[src/rtl/rv32_pkg.sv]
// Shared RV32I datapath constants used by the fetch-stage target logic.
package rv32_pkg;

  localparam int unsigned XLEN = 32;
  localparam logic [31:0] RESET_ADDR_DEFAULT = 32'h0000_0000;
  localparam logic [31:0] JALR_MASK = 32'hFFFF_FFFE;

  typedef logic [XLEN-1:0] xlen_t;

endpackage

[src/rtl/new_pc_adder.sv]
// Plain modulo-2^Width adder; the carry out is intentionally dropped.
module new_pc_adder
  import rv32_pkg::*;
#(
  parameter int unsigned Width = XLEN
) (
  input  logic [Width-1:0] a_i,
  input  logic [Width-1:0] b_i,
  output logic [Width-1:0] sum_o
);

  assign sum_o = a_i + b_i;

endmodule

[src/rtl/new_pc.sv]
// RV32I branch/jump target generator with a registered copy for the fetch PC mux.
// Optional misalignment flag enabled by defining NEWPC_MISALIGN_CHECK_EN.
module new_pc
  import rv32_pkg::*;
#(
  parameter int unsigned XLEN       = rv32_pkg::XLEN,
  parameter logic [31:0] RESET_ADDR = RESET_ADDR_DEFAULT
) (
  input  logic            clk,
  input  logic            rst,
  input  logic [XLEN-1:0] pc,
  input  logic [XLEN-1:0] immExt,
  input  logic [XLEN-1:0] rs1,
  input  logic            jalr,
  input  logic            en,
  output logic [XLEN-1:0] newpc,
  output logic [XLEN-1:0] pc_plus4,
  output logic [XLEN-1:0] newpc_q,
  output logic            valid_q
`ifdef NEWPC_MISALIGN_CHECK_EN
  ,
  output logic            misaligned,
  output logic            misaligned_q
`endif
);

  logic [XLEN-1:0] base;
  logic [XLEN-1:0] target_sum;
  logic [XLEN-1:0] newpc_d;
  logic            valid_d;

  assign base = jalr ? rs1 : pc;

  new_pc_adder #(
    .Width(XLEN)
  ) u_target_adder (
    .a_i  (base),
    .b_i  (immExt),
    .sum_o(target_sum)
  );

  new_pc_adder #(
    .Width(XLEN)
  ) u_seq_adder (
    .a_i  (pc),
    .b_i  (XLEN'(4)),
    .sum_o(pc_plus4)
  );

  // JALR targets always have bit 0 cleared, regardless of the computed sum.
  assign newpc = jalr ? (target_sum & XLEN'(JALR_MASK)) : target_sum;

  always_comb begin
    newpc_d = newpc_q;
    valid_d = 1'b0;
    if (en) begin
      newpc_d = newpc;
      valid_d = 1'b1;
    end
  end

  always_ff @(posedge clk or posedge rst) begin
    if (rst) begin
      newpc_q <= XLEN'(RESET_ADDR);
      valid_q <= 1'b0;
    end else begin
      newpc_q <= newpc_d;
      valid_q <= valid_d;
    end
  end

`ifdef NEWPC_MISALIGN_CHECK_EN
  logic misaligned_d;

  assign misaligned = (newpc[1:0] != 2'b00);

  always_comb begin
    misaligned_d = misaligned_q;
    if (en) begin
      misaligned_d = misaligned;
    end
  end

  always_ff @(posedge clk or posedge rst) begin
    if (rst) begin
      misaligned_q <= 1'b0;
    end else begin
      misaligned_q <= misaligned_d;
    end
  end
`endif

endmodule

[config.mk]
export PLATFORM = sky130hd
export DESIGN_NAME = new_pc
export DESIGN_NICKNAME = d
export VERILOG_FILES = /design/src/rtl/rv32_pkg.sv /design/src/rtl/new_pc_adder.sv /design/src/rtl/new_pc.sv
export SDC_FILE = /design/constraint.sdc
export NUM_CORES = 1
export LEC_CHECK = 0
export ABC_AREA = 1
export CORE_ASPECT_RATIO = 1.5
export CORE_MARGIN = 2
export CORE_UTILIZATION = 40
export DETAILED_ROUTE_END_ITERATION = 6
export PLACE_DENSITY = 0.78
export SLEW_MARGIN = 15
export SYNTH_ARGS = -nofsm -noshare
export SYNTH_HDL_FRONTEND = slang
export SYNTH_SLANG_ARGS = --single-unit
[constraint.sdc]
create_clock -name clk -period 3 [get_ports clk]
set_clock_uncertainty 0.2 [all_clocks]
set_input_delay 0.45 -clock clk [delete_from_list [all_inputs] [get_ports clk]]
set_output_delay 0.45 -clock clk [all_outputs]
set_load 0.02 [all_outputs]
==> results of run 1 <==
## where the power goes
| group | internal (mW) | total [mW] | switching (mW) |
|---|---|---|---|
| registers | 0.537 | 0.597 | 0.0600 |
| logic | 1.34 | 2.97 | 1.64 |
| clock network | 0.304 | 0.493 | 0.189 |
## kinds of logic after synthesis
group / after synthesis
simple gates: 505
buf+inv: 169
compound gates: 50
xor+xnor: 44
fa+ha+maj: 33
flops: 33
mux: 5
## synthesized netlist by cell type, types with 2 or more instances
cell	n
nand2_1	355
inv_1	154
nor2_1	53
xor2_1	42
nand3_1	39
dfrtp_1	33
ha_1	32
o21ai_0	28
a21oi_1	20
and2_1	16
nor3_1	12
clkbuf_1	10
nand4_1	6
mux2_2	5
nand3b_1	5
nor4_1	4
nor2_2	3
buf_1	2
buf_4	2
nand2_2	2
nand3_4	2
nor2_4	2
nor4_2	2
xnor2_1	2
## area by class of cell
class,instances,area (µm²),share of cell area [%]
sequential,33,825.8,7.943
antenna,4,10.01,0.09628
clock buffer,6,128.9,1.240
tap,150,187.7,1.805
clock inverter,2,10.01,0.09628
timing repair buffer,421,3755,36.12
inverter,155,591.8,5.693
multi-input combinational,637,4887,47.01
## timing repair
item | in CTS | in global routing
setup endpoints to repair | 55 | 43
gates resized for setup | 425 | 288
buffers inserted | 67 | 14
pin swaps | 136 | 113
## critical path, cell delays in order
cell     delay [ps]
buf_12          130
buf_8           140
buf_6           130
nand2_1         100
o21ai_2          90
ha_4            330
nand2_1          70
nand2_1         110
nand2_1          80
nand2_2         100
inv_1            80
nand2_2         100
nand2_2         140
nand2_4         160
nand2_4          80
nand2_2          60
nand2_2          70
and2_4          170
buf_6           130
## state kept, by name, indices dropped and copies added (netlist names)
register / count
newpc_q: 32
valid_q: 1
## per-layer routing
metal | vias to the layer above | routed length (µm) | track usage (%)
met3 | 371 | 3820 | 3.965
met5 | - | 12 | 0
met1 | 3807 | 10490 | 35.69
li1 | 3383 | - | -
met4 | 2 | 3549 | 18.71
met2 | 951 | 14550 | 58.70
## through the flow
stage | util [%] | TNS [ps]
6_report | 90.16 | -5928
5_1_grt | 90.12 | -6628
4_1_cts | 80.32 | -128.8
3_5_place_dp | 68.63 | -27120
3_3_place_gp | 68.63 | -25920
2_1_floorplan | - | 0
## worst max-delay path by stage
stage | startpoint | cells past startpoint | endpoint
final | jalr | 19 | newpc[31]
after global placement | pc[0] | 15 | newpc[24]
after CTS | pc[0] | 15 | newpc[24]
after floorplan | jalr | 11 | newpc[16]
after detailed placement | pc[0] | 15 | newpc[24]
after global routing | jalr | 15 | newpc[31]
==> impl_metrics.ini, run 1 <==
[clocking]
cts_num_sinks = 33
cts.htree.levels = 2
cts_buffers = 5
clk_pin_slew_ps = 50
cts_tree = built
cts_buffer_depth = 2
hold_buffers = 0
clk_root_buffer_cell = clkbuf_16
worst_skew_pair.late_latency_ps = 280

[worst_setup_path]
arrival_ps = 2740
start_kind = input pin
r2r-start = newpc_q[10]
crit_required_ps = 2350
critical_path_class = in -> out
cp_max_fo = 6
reg2reg_to = newpc_q[10]
reg2reg_setup_slack_ps = 2030
critPathCaptureType = primary output
ff2ff_path_depth = 2

[layout]
finalNonFillerCells = 1408
area_growth_pct = 119.9
final_common_cell = nand2_1
final_nets = 1386
layout_common_cells = 222 x nand2_1, 202 x buf_4, 123 x inv_1
n_fill_cell = 484
drive_gt1_share_pct = 47.21
design_area_mm2 = 0.01040

[sta]
relSlewSlack_pct = 31.19
whs_ps = 286.1
fin_crit_sh_pct = 113.2
hold_violations = 0
finalCriticalPeriod_ps = 3395
timing.final.max_slew_violations = 0
worst_slack_ps = -394.8
rsz0062_at_grt = yes
max_slew.worst_pin.slew_ps = 1031
fmax_mhz = 294.6
setup_viol = 32

[hold_path]
hold_class = reg -> reg
holdPathEnd = newpc_q[9]
whs_path_depth = 2
hp-start = newpc_q[9]

[die]
num_rows = 48
ios = 197
die_h_um = 137.2
design.core.area_mm2 = 0.01153
initial_core_util_pct = 41.00
die-area_mm2 = 0.01272
dieWidth_um = 92.77

[yosys]
syn_avg_cell_area_um2 = 5.636
synth_edf_count = 0
yosys-top-cells-area = nand2_1 28%, dfrtp_1 17%, inv_1 12%, ha_1 8.5%, xor2_1 7.8%
ys_ff_latch = 33
synth.distinct_cells = 32
synthesis.nets = 972
post-synth-top-area-cell = nand2_1
synth_top_family_by_area = simple AND/OR/NAND/NOR gates
ys_seq_area_share_pct = 17.46
yosys.area_share.simple_pct = 45.33
synth_area_mm2 = 0.004728
synthMuxAreaShare_pct = 1.191
synthAdderAreaFrac_pct = 8.891
ys.warnings.count = 0
synth_compound_area_share_pct = 5.398
synth_xor_area_share_pct = 8.150
synth_top_area_share_pct = 28.18
ys.flop_type = dfrtp_1
syn-instance-count = 839
ys_async_sr_fraction_pct = 100.0

[route]
antenna_left = 0
avgRoutedWirePerCell_um = 23.03
firstDrtPassIters = 7
route.detailed.drc = 5
drt-initial-drc-count = 1154
vias = 8514
finalWirelength_um = 32430
via_per_inst = 6.047

[global_routing]
antenna_found_initial = 3
grt_pass1_wl_um = 32970
grt_usage_pct = 32.27
grt_pass1_vias = 7067
grt_max_degree = 34
gr-total-overflow = 0

[status]
failed_checks = design-rule violations, negative setup slack
status = complete, but fails checks

[place]
place_inst = 1317
dp_hpwl_um = 14440
gp_congestion = 0.9262
io_buffers = 196
dpl-instance-area_mm2 = 0.007914
dp_slack_ps = -874.7

[power_and_ir_drop]
peakVddDrop_mv = 0.3127
power_mw = 4.063
p_per_area_mw_per_mm2 = 390.8
leakage_nw = 5.634

[run]
maxCapViolCount = 0
Note: power is estimated with default switching activity, not from simulation.
==> inputs of run 2 (changes only) <==
--- a/config.mk
+++ b/config.mk
@@ -8,9 +8,10 @@
 export ABC_AREA = 1
 export CORE_ASPECT_RATIO = 1.5
 export CORE_MARGIN = 2
-export CORE_UTILIZATION = 40
+export CORE_UTILIZATION = 59
 export DETAILED_ROUTE_END_ITERATION = 6
-export PLACE_DENSITY = 0.78
+export DONT_BUFFER_PORTS = 1
+export PLACE_DENSITY = 0.77
 export SLEW_MARGIN = 15
 export SYNTH_ARGS = -nofsm -noshare
 export SYNTH_HDL_FRONTEND = slang
==> impl_metrics.ini, run 2 (same netlist as run 1, synthesis figures left out) <==
[status]
status = finished, final reports clean

[sta]
max_slew.worst_pin.slew_ps = 899.5
worst_slack_ps = 81.74
fin_crit_sh_pct = 97.28
finalCriticalPeriod_ps = 2918
hold_violations = 0
timing.final.max_slew_violations = 0
fmax_mhz = 342.7
relSlewSlack_pct = 39.97
setup_viol = 0

[worst_setup_path]
critPathCaptureType = primary output
arrival_ps = 2270
crit_required_ps = 2350
start_kind = input pin
critical_path_class = in -> out
critPathMaxStageDelay_ps = 410
cp_max_fo = 60
cpLargestDelayFamily = adder cells
cp_cell_sequence = mux2_2 -> ha_4 -> fa_2 -> nand3_2 -> nand3_4 -> nand3_2 -> nand3b_1 -> buf_4 -> xor2_2
crit_slowest_cell = fa_2
cp_common_cell = nand3_2
critPathBufInv = 1

[route]
via_per_inst = 5.205
route.detailed.drc = 0
firstDrtPassIters = 5
drt-initial-drc-count = 261
avgRoutedWirePerCell_um = 14.40
antenna_left = 0
finalWirelength_um = 13680
vias = 4945

[global_routing]
antenna_found_initial = 0
grt_pass1_vias = 4754
grt_pass1_wl_um = 21740
grt_usage_pct = 30.68
grt_max_degree = 61
gr-total-overflow = 0

[die]
die-area_mm2 = 0.008761
dieWidth_um = 77.10
num_rows = 40
initial_core_util_pct = 59.79
ios = 197
die_h_um = 113.6
design.core.area_mm2 = 0.007908

[clocking]
cts_num_sinks = 33
clk_pin_slew_ps = 50
cts_tree = built
cts.htree.levels = 2
worst_skew_pair.late_latency_ps = 270
clk_root_buffer_cell = clkbuf_16
cts_buffer_depth = 2
cts_buffers = 5

[layout]
insertedDiodeCount = 0
top_regs = newpc_q x32, valid_q x1
final_nets = 978
regMostFlops = newpc_q
fin_util_pct = 65.00
multi_input_area_mm2 = 0.003356
seqCellArea_um2 = 825.8
largest_register_ffs = 32
area_growth_pct = 8.706
drive_gt1_share_pct = 7.101
n_fill_cell = 787
final_common_cell = nand2_1
layout_common_cells = 348 x nand2_1, 154 x inv_1, 53 x nor2_1

[place]
gp_congestion = 0.9085
dp_slack_ps = -0.2984
io_buffers = 0
dp_hpwl_um = 11640

[hold_path]
hold_class = in -> reg

[power_and_ir_drop]
leakage_nw = 3.045
peakVddDrop_mv = 0.3793
p_per_area_mw_per_mm2 = 440.9

[run]
maxCapViolCount = 0
-- run 2: cell types whose count changed in the layout (fill, tap and decap cells not counted), moves of 31 or more --
cell / delta
buf_4: -191
nand2_1: +126
clkdlybuf4s50_1: -86
nand2_2: -82
dlygate4sd2_1: -55
nand2_4: -44
buf_6: -38
inv_1: +31
-- run 2: worst paths after layout --
| check | from | endpoint | slack (ps) | cells past startpoint |
|---|---|---|---|---|
| worst max-delay path | jalr | newpc[12] | 80 | 9 |
| worst min-delay path | en | newpc_q[16] | 90 | 2 |
| worst max register to register | newpc_q[10] | newpc_q[10] | 1990 | 2 |
| worst min register to register | newpc_q[16] | newpc_q[16] | 430 | 2 |
| max in group asynchronous | rst | newpc_q[11] | 1800 | 3 |
| min in group asynchronous | rst | newpc_q[21] | 500 | 3 |
-- run 2: layout make-up --
cell class / count / share of cell area [%]
Tap cell: 105 / 2.556
Sequential cell: 33 / 16.07
Timing Repair Buffer: 13 / 1.996
Multi-Input combinational cell: 637 / 65.29
Clock buffer: 7 / 2.775
Inverter: 155 / 11.32
-- run 2: power breakdown --
| group | internal (mW) | total, mW | switching [mW] |
|---|---|---|---|
| Combinational | 0.340 | 1.06 | 0.721 |
| Sequential | 0.536 | 0.715 | 0.179 |
| Clock | 0.325 | 0.491 | 0.166 |
-- run 2: timing repair --
item | in CTS | in global routing
gates cloned | 0 | 0
setup buffers | 0 | 2
hold buffers | 1 | 1
pin swaps | 0 | 4
endpoints found under the hold margin | 33 | 1
resized for setup | 1 | 23
endpoints found under the setup margin | 2 | 12
-- run 2: per-stage QoR --
stage,power (mW),TNS [ps],instance area (µm²),hold slack [ps],cells
floorplan,1.521,0,4737,281.4,839
global placement,1.718,0,4872,241.4,939
detailed placement,1.736,-0.2984,4872,246.5,939
CTS,2.240,-4.720,5026,1.611,947
global route,2.422,-3.522,5140,92.49,950
finish,2.266,0,5140,93.45,950
-- run 2: worst register-to-register path, delay by kind of cell, from the launching register on --
family	cells	cell delay [ps]
AO/OA/AOI/OAI	1	100
AND/OR/NAND/NOR	1	110
flip-flops	1	450
-- run 2: routing by layer --
metal | GRT usage, % | wire [µm]
met5 | 0 | 0
met4 | 12.98 | 438
met1 | 33.48 | 5427
met3 | 6.171 | 896
met2 | 57.25 | 6920
